$ cat src/rtl/lock_cmd_arbiter_pkg.sv
// Command-word definitions shared by the OmpSs manager blocks.
// The lock-command arbiter forwards these words unmodified.
package OmpSsManager;

   localparam int unsigned CMD_W      = 64;
   localparam int unsigned CMD_CODE_W = 8;

   typedef struct packed {
      logic [CMD_W-CMD_CODE_W-1:0] args;
      logic [CMD_CODE_W-1:0]       code;
   } cmd_t;

endpackage

$ cat src/rtl/lock_cmd_arbiter_rr_grant.sv
// Round-robin priority search: first requesting lane strictly after last_grant,
// wrapping at N so the index stays below N for any lane count.
module rr_grant #(
   parameter  int unsigned N = 16,
   localparam int unsigned W = $clog2(N)
) (
   input  logic [N-1:0] req,
   input  logic [W-1:0] last_grant,
   output logic [W-1:0] grant,
   output logic         any_req
);

   always_comb begin
      int unsigned idx;
      logic [W-1:0] idx_w;
      grant   = '0;
      any_req = 1'b0;
      idx     = 0;
      idx_w   = '0;
      for (int unsigned k = 1; k <= N; k++) begin
         idx = 32'(last_grant) + k;
         if (idx >= N) idx = idx - N;
         idx_w = W'(idx);
         if (!any_req && req[idx_w]) begin
            any_req = 1'b1;
            grant   = idx_w;
         end
      end
   end

endmodule

$ cat src/rtl/lock_cmd_arbiter.sv
// Fair round-robin funnel of per-accelerator lock commands into one
// registered single-beat output stream tagged with the source lane.
module lock_cmd_arbiter
   import OmpSsManager::*;
#(
   parameter  int unsigned MAX_ACCS = 16,
   localparam int unsigned ACC_BITS = $clog2(MAX_ACCS)
) (
   input  logic                      clk,
   input  logic                      rstn,
   input  logic [MAX_ACCS*CMD_W-1:0] inStream_TDATA,
   input  logic [MAX_ACCS-1:0]       inStream_TVALID,
   output logic [MAX_ACCS-1:0]       inStream_TREADY,
   output logic [CMD_W-1:0]          outStream_TDATA,
   output logic                      outStream_TVALID,
   input  logic                      outStream_TREADY,
   output logic [ACC_BITS-1:0]       outStream_TID
);

   logic                out_valid;
   cmd_t                out_data;
   logic [ACC_BITS-1:0] out_tid;
   logic [ACC_BITS-1:0] last_grant;
   logic [ACC_BITS-1:0] grant_c;
   logic                any_req_c;
   logic                load_en_c;
   logic                hs_c;
   cmd_t                lane_cmd_c;

   rr_grant #(.N(MAX_ACCS)) u_rr_grant (
      .req        (inStream_TVALID),
      .last_grant (last_grant),
      .grant      (grant_c),
      .any_req    (any_req_c)
   );

   // Output slot is free when empty or being drained this cycle.
   assign load_en_c  = !out_valid || outStream_TREADY;
   assign hs_c       = rstn && load_en_c && any_req_c;
   assign lane_cmd_c = inStream_TDATA[CMD_W*grant_c +: CMD_W];

   always_comb begin
      inStream_TREADY = '0;
      if (hs_c) inStream_TREADY[grant_c] = 1'b1;
   end

   always_ff @(posedge clk or negedge rstn) begin
      if (!rstn) begin
         out_valid  <= 1'b0;
         out_data   <= '0;
         out_tid    <= '0;
         last_grant <= ACC_BITS'(MAX_ACCS-1);
      end else if (load_en_c) begin
         out_valid <= any_req_c;
         if (any_req_c) begin
            out_data   <= lane_cmd_c;
            out_tid    <= grant_c;
            last_grant <= grant_c;
         end
      end
   end

   assign outStream_TDATA  = out_data;
   assign outStream_TVALID = out_valid;
   assign outStream_TID    = out_tid;

endmodule

$ cat config.mk
export PLATFORM = sky130hd
export DESIGN_NAME = lock_cmd_arbiter
export DESIGN_NICKNAME = d
export VERILOG_FILES = /design/src/rtl/lock_cmd_arbiter_pkg.sv /design/src/rtl/lock_cmd_arbiter_rr_grant.sv /design/src/rtl/lock_cmd_arbiter.sv
export SDC_FILE = /design/constraint.sdc
export NUM_CORES = 1
export LEC_CHECK = 0
export ABC_CLOCK_PERIOD_IN_PS = 18800
export CORE_AREA = 2 2 434 436
export CTS_BUF_LIST = sky130_fd_sc_hd__clkbuf_16
export DETAILED_ROUTE_END_ITERATION = 8
export DIE_AREA = 0 0 436 438
export GPL_ROUTABILITY_DRIVEN = 0
export GPL_TIMING_DRIVEN = 0
export PLACE_DENSITY = 0.32
export SLEW_MARGIN = 30
export SYNTH_ARGS = -nofsm -noshare
export SYNTH_HDL_FRONTEND = slang
export SYNTH_HIERARCHICAL = 1
export SYNTH_SLANG_ARGS = --single-unit
$ cat constraint.sdc
create_clock -name clk -period 18.8 [get_ports clk]
set_input_delay 4.7 -clock clk [delete_from_list [all_inputs] [get_ports clk]]
set_output_delay 4.7 -clock clk [all_outputs]
set_load 0.05 [all_outputs]
==> flow_summary.toml, run 1 <==
[hold_path]
holdCritStartpoint = "last_grant[3]$_DFFE_PN1P_"
holdPathStages = 2
hold_class = "flop to flop"
hold_end = "last_grant[3]$_DFFE_PN1P_"

[place]
pre_cts_slack_ns = 2.71
placement.io_buffers = 1127
postPlaceCellArea_um2 = 27800
dp_hpwl_um = 162000

[global_route]
grt_pass1_wl_um = 226000
overflow = 0
grt_use_total_pct = 18.6
grt_max_degree = 42
antenna_found_initial = 136
first_global_vias = 18978

[logic_synthesis]
synth-adder-area-share_pct = 0.752
synth-seq-cells = 73
ys.flop_type = "dfrtp_1"
synth_compound_area_share_pct = 18.1
synth_area_um2 = 13300
synthSimpleGateAreaFrac_pct = 11.6
syn_inst = 1452
synth_top_family_by_area = "multiplexers"
synth_edf_count = 0
synth.top_cell.area_share_pct = 30.2
ys_seq_area_share_pct = 13.8
synth_xor_area_share_pct = 0.790
ys_top_cells_by_area = "mux2i_1 30%, mux4_2 16%, dfrtp_1 13%"
muxShareOfSynthArea_pct = 46.7
synth.avg_cell_area_um2 = 9.17
synthArstFlopShare_pct = 100
netlist.top_cell.by_area = "mux2i_1"
yosysWarningCount = 6
yosysUniqueCellTypes = 61
synth_nets = 2503

[sta]
finalSetupViolCount = 0
relSlewSlack_pct = 21.3
hold_viol_final = 0
timing_worst_slew_pin_value_ns = 1.15
clock_skew_ns = 0.0250
slew_violations = 0
fin_crit_ns = 16.11
fin_tns_setup_ns = 0
max_freq_mhz = 62.1
period_share_pct = 85.7
rsz0062_at_grt = "no"
worst_slack_ns = 2.69

[clock_tree]
postCtsHoldBufs = 0
cts_resized = 0
clk_pin_slew_ns = 0.06
cts_setup_buffers = 0
cts_tree = "yes"
cts_root_buf = "clkbuf_16"
numCtsBuffers = 9
clock_sinks = 73
worstSkewPairLatency_ns = 0.45
clk_path_buf_depth = 2
h-tree-depth = 3

[die]
die_area_um2 = 191000
coreArea_um2 = 187000
num_rows = 159
boundaryPins = 1128
dieHeight_um = 438
die_x_um = 436
start_util_pct = 7.13

[worst_setup_path]
slowest_stage = "clkdlybuf4s50_1"
worstPathArrival_ns = 11.41
startpoint_type = "input port"
worstPathRequired_ns = 14.10
reg2reg_slack_ns = 10.41
path_class = "input port to primary output"
timing.rr.end = "outStream_TDATA[38]$_DFFE_PN0P_"
timing.rr.start = "last_grant[1]$_DFFE_PN1P_"
end_kind = "primary output"
path_max_fanout = 10
path_cells = "clkdlybuf4s50_1 -> mux4_2 -> mux2_2 -> mux2i_1 -> or3b_1 -> nor3_2 -> buf_2 -> nand3_1 -> o21a_1 -> a22oi_1 -> a22o_1 -> buf_2 -> clkbuf_1 -> nand3_1 -> nor4_1 -> clkdlybuf4s50_1"
cp_slowest_stage_delay_ns = 0.87
ff2ff_path_depth = 22

[cells_and_area]
drive_above_1_share_pct = 9.65
final_cell_mix = "1126 x clkdlybuf4s50_1, 400 x mux2i_1, 133 x o22ai_1, 93 x mux4_2, 83 x a21oi_1"
post-route-util_pct = 15.1
multi_input_area_um2 = 10400
final_common_cell = "clkdlybuf4s50_1"
fillers = 21401
final_nets = 3646
design_area_um2 = 28200
regArea_um2 = 1830
area_growth_pct = 112

[detailed_routing]
wl_per_cell_um = 36.0
viasPerCell = 3.67
wl_um = 184000
dr.pass1.iters = 5
vias = 18774
drt_iter0_markers = 1528
drc = 0
detail-route-antenna-nets = 0

[flow_run]
maxCapViolCount = 0

[run_status]
status = "complete, no violations"
[layer usage]
metal / GRT usage (%) / vias up / routed length, um
met5: 0 / - / 582
met4: 3.33 / 94 / 2770
met3: 6.64 / 210 / 17300
met2: 32.3 / 1031 / 90800
met1: 21.9 / 9355 / 73000
li1: - / 8084 / -
[through the flow]
stage	std cells	hold WS, ns
3_5_place_dp	5079	0.454
5_1_grt	5099	0.490
3_3_place_gp	5074	0.463
4_1_cts	5095	0.470
6_report	5117	0.467
2_1_floorplan	1452	0.438
[worst max-delay path by stage]
stage / slack (ns) / end / cells after the start / start
global placement: 2.24 / inStream_TREADY[0] / 5 / rstn
detailed placement: 2.71 / inStream_TREADY[12] / 16 / inStream_TVALID[12]
global route: 2.34 / inStream_TREADY[12] / 16 / inStream_TVALID[12]
CTS: 2.65 / inStream_TREADY[12] / 16 / inStream_TVALID[12]
floorplan: 4.67 / inStream_TREADY[1] / 15 / inStream_TVALID[12]
finish: 2.69 / inStream_TREADY[12] / 16 / inStream_TVALID[12]
[flip-flops by register name (all words and copies together) (netlist names)]
name              cells
outStream_TID         4
outStream_TDATA      64
last_grant            4
outStream_TVALID      1
[critical path, delay by kind of cell]
family,cells,cell delay [ns]
AOI/OAI and AO/OA,3,0.91
buffers and inverters,5,3.08
muxes,3,1.32
and+or+nand+nor,5,1.36
[cell families after synthesis]
logic type      count (synthesis)
simple gates                  320
buf+inv                       161
xor+xnor                       12
flops                          73
compound gates                374
fa+ha+maj                       8
mux                           504
[synth_stat cells (4+ instances only)]
library cell	instances
mux4_2	93
buf_8	4
a2bb2oi_1	27
nor4_1	8
a2111oi_0	9
nand2b_1	8
inv_1	7
clkbuf_1	36
a211oi_1	4
a22oi_1	4
nand3_1	39
o21ai_1	40
buf_6	46
o21ai_0	13
o22ai_1	133
buf_4	15
or3b_1	4
a221oi_1	39
a21oi_1	83
mux2i_1	402
nor2b_1	14
ha_1	8
xor2_1	5
buf_1	5
nor3_1	77
mux2_2	7
dfstp_2	4
xnor2_1	7
dfrtp_1	69
nand2_1	66
buf_2	45
nor2_1	77
nand3b_1	7
a31oi_1	4
[cell type report]
type,instances,area share (%)
buffer,152,3.85
inverter,9,0.120
sequential,73,6.51
antenna,22,0.196
tap,2495,11.1
clock buffer,9,0.800
multi-input combinational,1218,36.9
clock inverter,7,0.124
timing repair buffer,1132,40.4
Power of run 1 is left out: the tool's default activity adds up to more than one toggle a clock period on the data nets, which glitch-free logic cannot reach.
==> run 2: changes to the inputs <==
Settings changed: CORE_AREA 2 2 434 436 to 2 2 435 437, DIE_AREA 0 0 436 438 to 0 0 437 439, SYNTH_HIERARCHICAL 1 to default.
==> run 2 against run 1 <==
Compared with the run above:
- clock skew decreased by 0.0026 ns
- worst hold slack improved by 0.038 ns
- first-iteration DRC count increased by 45%
- critical path depth increased by 2
==> flow_summary.toml, run 2 <==
[run_status]
status = "complete, no violations"

[detailed_routing]
wl_per_cell_um = 38.6
dr.pass1.iters = 7
drc = 0
vias = 23825
detail-route-antenna-nets = 0
wl_um = 225000
drt_iter0_markers = 2221
viasPerCell = 4.09

[sta]
hold_viol_final = 0
max_freq_mhz = 57.9
fin_tns_setup_ns = 0
timing_worst_slew_pin_value_ns = 1.16
finalSetupViolCount = 0
period_share_pct = 91.8
rsz0062_at_grt = "no"
relSlewSlack_pct = 22.9
slew_violations = 0
fin_crit_ns = 17.26
clock_skew_ns = 0.0225

[worst_setup_path]
path_max_fanout = 10
worstPathArrival_ns = 12.56
startpoint_type = "input port"
timing.rr.end = "outStream_TDATA[22]$_DFFE_PN0P_"
path_class = "input port to primary output"
crit_end = "inStream_TREADY[12]"
reg2reg_slack_ns = 8.72
ff2ff_path_depth = 23
startpoint = "inStream_TVALID[9]"
timing.rr.start = "last_grant[1]$_DFFE_PN1P_"
end_kind = "primary output"
worstPathRequired_ns = 14.10

[die]
dieHeight_um = 439
start_util_pct = 7.60
die_x_um = 437
boundaryPins = 1128
num_rows = 159
coreArea_um2 = 187000
die_area_um2 = 192000

[logic_synthesis]
synth-adder-area-share_pct = 0.704
yosysWarningCount = 0
netlist.top_cell.by_area = "nand2_1"
synth.avg_cell_area_um2 = 6.66
synth_nets = 3186
synth.most_common_cell = "nand2_1"
muxShareOfSynthArea_pct = 18.6
ys.flop_type = "dfrtp_1"
synth_edf_count = 0
synthArstFlopShare_pct = 100
synth_compound_area_share_pct = 26.6
synth.top_cell.area_share_pct = 13.3
synthSimpleGateAreaFrac_pct = 33.1
synth_xor_area_share_pct = 0.863
yosysUniqueCellTypes = 74
synth_top_family_by_area = "simple AND/OR/NAND/NOR gates"
synth_area_um2 = 14200
syn_inst = 2135
synth-seq-cells = 73
ys_seq_area_share_pct = 12.9
synth_commonest_cells = "503 x nand2_1, 251 x nand3_1, 182 x mux2i_1"
ys_top_cells_by_area = "nand2_1 13%, mux2i_1 13%, dfrtp_1 12%"

[global_route]
first_global_vias = 23536
antenna_found_initial = 107
grt_max_degree = 55
grt_pass1_wl_um = 275000
overflow = 0
grt_use_total_pct = 22.4

[clock_tree]
numCtsBuffers = 9
cts_setup_buffers = 0
h-tree-depth = 3
cts_root_buf = "clkbuf_16"
worstSkewPairLatency_ns = 0.46
clock_sinks = 73
cts_resized = 0
clk_pin_slew_ns = 0.08
clk_path_buf_depth = 2
postCtsHoldBufs = 0
cts_tree = "yes"

[cells_and_area]
final_common_cell = "clkdlybuf4s50_1"
area_growth_pct = 108
final_nets = 4352
drive_above_1_share_pct = 6.81
largest_register_ffs = 64
final_cell_mix = "1126 x clkdlybuf4s50_1, 503 x nand2_1, 251 x nand3_1, 175 x mux2i_1, 101 x clkbuf_1"

[flow_run]
maxCapViolCount = 0

[place]
dp_hpwl_um = 198000
placement.io_buffers = 1127

[hold_path]
hold_class = "flop to flop"
-- run 2: cell count changes in the layout (fill, tap and decap cells not counted), sizes merged, moves of 45 or more --
cell / before / now
nand2: 66 / 503
a32oi: 0 / 57
nand3: 39 / 251
clkbuf: 46 / 150
and3: 1 / 46
o22ai: 133 / 4
mux2i: 402 / 182
mux4: 93 / 25
-- run 2: critical path, cell delays in order --
cell	delay (ns)
clkdlybuf4s50_1	0.58
mux4_2	0.65
mux4_2	0.60
nor2_1	0.12
o21ai_1	0.15
or4b_1	0.50
clkbuf_1	0.24
nor4_1	0.42
a311oi_1	0.13
o21a_1	0.13
clkbuf_2	0.38
nor2_2	0.91
clkbuf_2	0.47
buf_16	0.20
clkbuf_1	0.63
nand4_1	0.39
nor2_1	0.42
clkdlybuf4s50_1	0.89
-- run 2: worst min path at each step --
stage / end / start / depth (start not counted) / slack [ns]
global route: outStream_TDATA[31]$_DFFE_PN0P_ / outStream_TDATA[31]$_DFFE_PN0P_ / 1 / 0.53
floorplan: outStream_TID[0]$_DFFE_PN0P_ / outStream_TID[0]$_DFFE_PN0P_ / 2 / 0.74
detailed placement: outStream_TID[0]$_DFFE_PN0P_ / outStream_TID[0]$_DFFE_PN0P_ / 2 / 0.47
finish: outStream_TID[0]$_DFFE_PN0P_ / outStream_TID[0]$_DFFE_PN0P_ / 2 / 0.50
CTS: outStream_TID[0]$_DFFE_PN0P_ / outStream_TID[0]$_DFFE_PN0P_ / 2 / 0.50
global placement: outStream_TID[0]$_DFFE_PN0P_ / outStream_TID[0]$_DFFE_PN0P_ / 2 / 0.47
-- run 2: layout make-up --
class                      count  area (um^2)
antenna                       26         65.1
buffer                       223          993
clock buffer                   9          225
clock inverter                 7         46.3
fill                       21576       157000
inverter                      24         90.1
multi-input combinational   1815        11500
sequential                    73         1830
tap                         2495         3120
timing repair buffer        1155        11700
-- run 2: per-layer routing --
layer	wire length [um]	vias to the layer above	global-route usage, %
met5	258	-	0
met4	4710	40	4.44
met3	15500	212	5.02
li1	-	10395	-
met2	111000	1190	39.1
met1	93600	11988	28.1
-- run 2: logic make-up after synthesis --
family                     Yosys count
AOI/OAI and AO/OA                  520
xor gates and xnor gates            14
muxes                              230
DFF                                 73
adders and majority gates            8
and+or+nand+nor                   1043
buffers and inverters              247
-- run 2: metrics by stage --
step,cell area [um^2],cells,worst slack [ns],util (%),hold slack [ns]
CTS,29500,5800,1.47,15.8,0.500
finish,29600,5827,1.54,15.8,0.504
detailed placement,29200,5784,1.50,15.6,0.472
global placement,28600,5757,0.253,15.3,0.470
floorplan,14200,2135,4.80,-,0.745
global route,29600,5815,1.31,15.8,0.531
Power of run 2 is left out for the same reason.
==> patch (flow settings as in run 2) <==
Reset style: synchronous (`rstn`), changed in one clocked block.
--- a/src/rtl/lock_cmd_arbiter.sv
+++ b/src/rtl/lock_cmd_arbiter.sv
@@ -45,5 +45,5 @@
    end
 
-   always_ff @(posedge clk or negedge rstn) begin
+   always_ff @(posedge clk) begin
       if (!rstn) begin
          out_valid  <= 1'b0;
Check against the original RTL: not equivalent (a bounded check fails within 4 cycles, from zero or initial values and one cycle with rstn low; the reset may be asserted at any time).
==> patch against run 2 <==
Sequential cell count did not move. Global-route usage down 2.7 points. Final area shrank 5.0%. Routed wire length decreased by 12%. Synthesized area fell by 7.0%. Setup slack gained 1.5 ns. Non-clock buffer count down 62.
Power is left out: the tool's default activity adds up to more than one toggle a clock period on the data nets, which glitch-free logic cannot reach.
==> patch: results <==
[cells_and_area]
final_area_mm2 = 0.0281
fill_cells = 21700
n_all_inverters = 7
utilization_pct = 15.0
multi_input_gate_share_of_total_cell_area_pct = 38.8
number_of_combinational_gates_with_multiple_inputs = 1791
buffers = 1316
instances_no_fill = 5719
clkCellAreaFrac_pct = 1.14

[worst_setup_path]
critPathArrivalTime_ns = 11.04
startpoint_of_the_most_critical_setup_path = "inStream_TVALID[12]"
regToRegEndpoint = "outStream_TDATA[19]"
r2r-start = "last_grant[1]"

[placement]
placed_area_mm2 = 0.0277
count_of_buffers_inserted_at_the_top_level_ports = 1126
detailedPlace.worstSlack_ns = 2.90

[clocking]
clkLatencyLatePin_ns = 0.44

[global_route]
first_global_vias = 21700
grtUsageTotal_pct = 19.7

[synth]
synth.distinct_cells = 75
ys_seq_area_share_pct = 11.1
synth_adder_area_share_pct = 0.757
top_cell_types_by_occurrence_after_synthesis = "nand2_1 (648), a21oi_1 (199), mux2i_1 (154)"
yosys.area_share.xor_xnor_pct = 0.842
synthCells = 2058

[hold_path]
hold-path-endpoint = "outStream_TDATA[51]"

[status]
status = "finished clean"

[drt]
avgViaCountPerCell = 3.83

[timing]
timing_worst_slew_pin_value_ns = 1.11
timing.clock.skew_ns = 0.0224
## patch: cell types whose count changed after synthesis, moves of 39 or more
cell and delta:
nand2_1 +145, a21oi_1 +119, nand3_1 -110, dfxtp_1 +73
dfrtp_1 -69, o22ai_1 +63, a31oi_1 +57, nor2_1 -53
mux2_2 +52, clkbuf_1 -51, a221oi_1 -48, a22oi_1 +45
and3_1 -43, buf_2 +39
## patch: worst max-delay path, stage by stage
cell             delay, ns
clkdlybuf4s50_1       0.57
mux2_1                0.36
mux4_2                0.55
mux2i_1               0.65
and3_1                0.27
clkbuf_1              0.21
nand3_1               0.28
a311o_1               0.37
nand2_1               0.63
buf_2                 0.64
buf_2                 0.43
nand4_1               0.29
nor3_1                0.24
clkdlybuf4s50_1       0.84
## patch: metal layers
metal  GRT usage [%]  wire length, um
met5               0              245
met4            2.42             1710
met3            4.90            14400
met2            35.0            99900
met1            24.5            82200
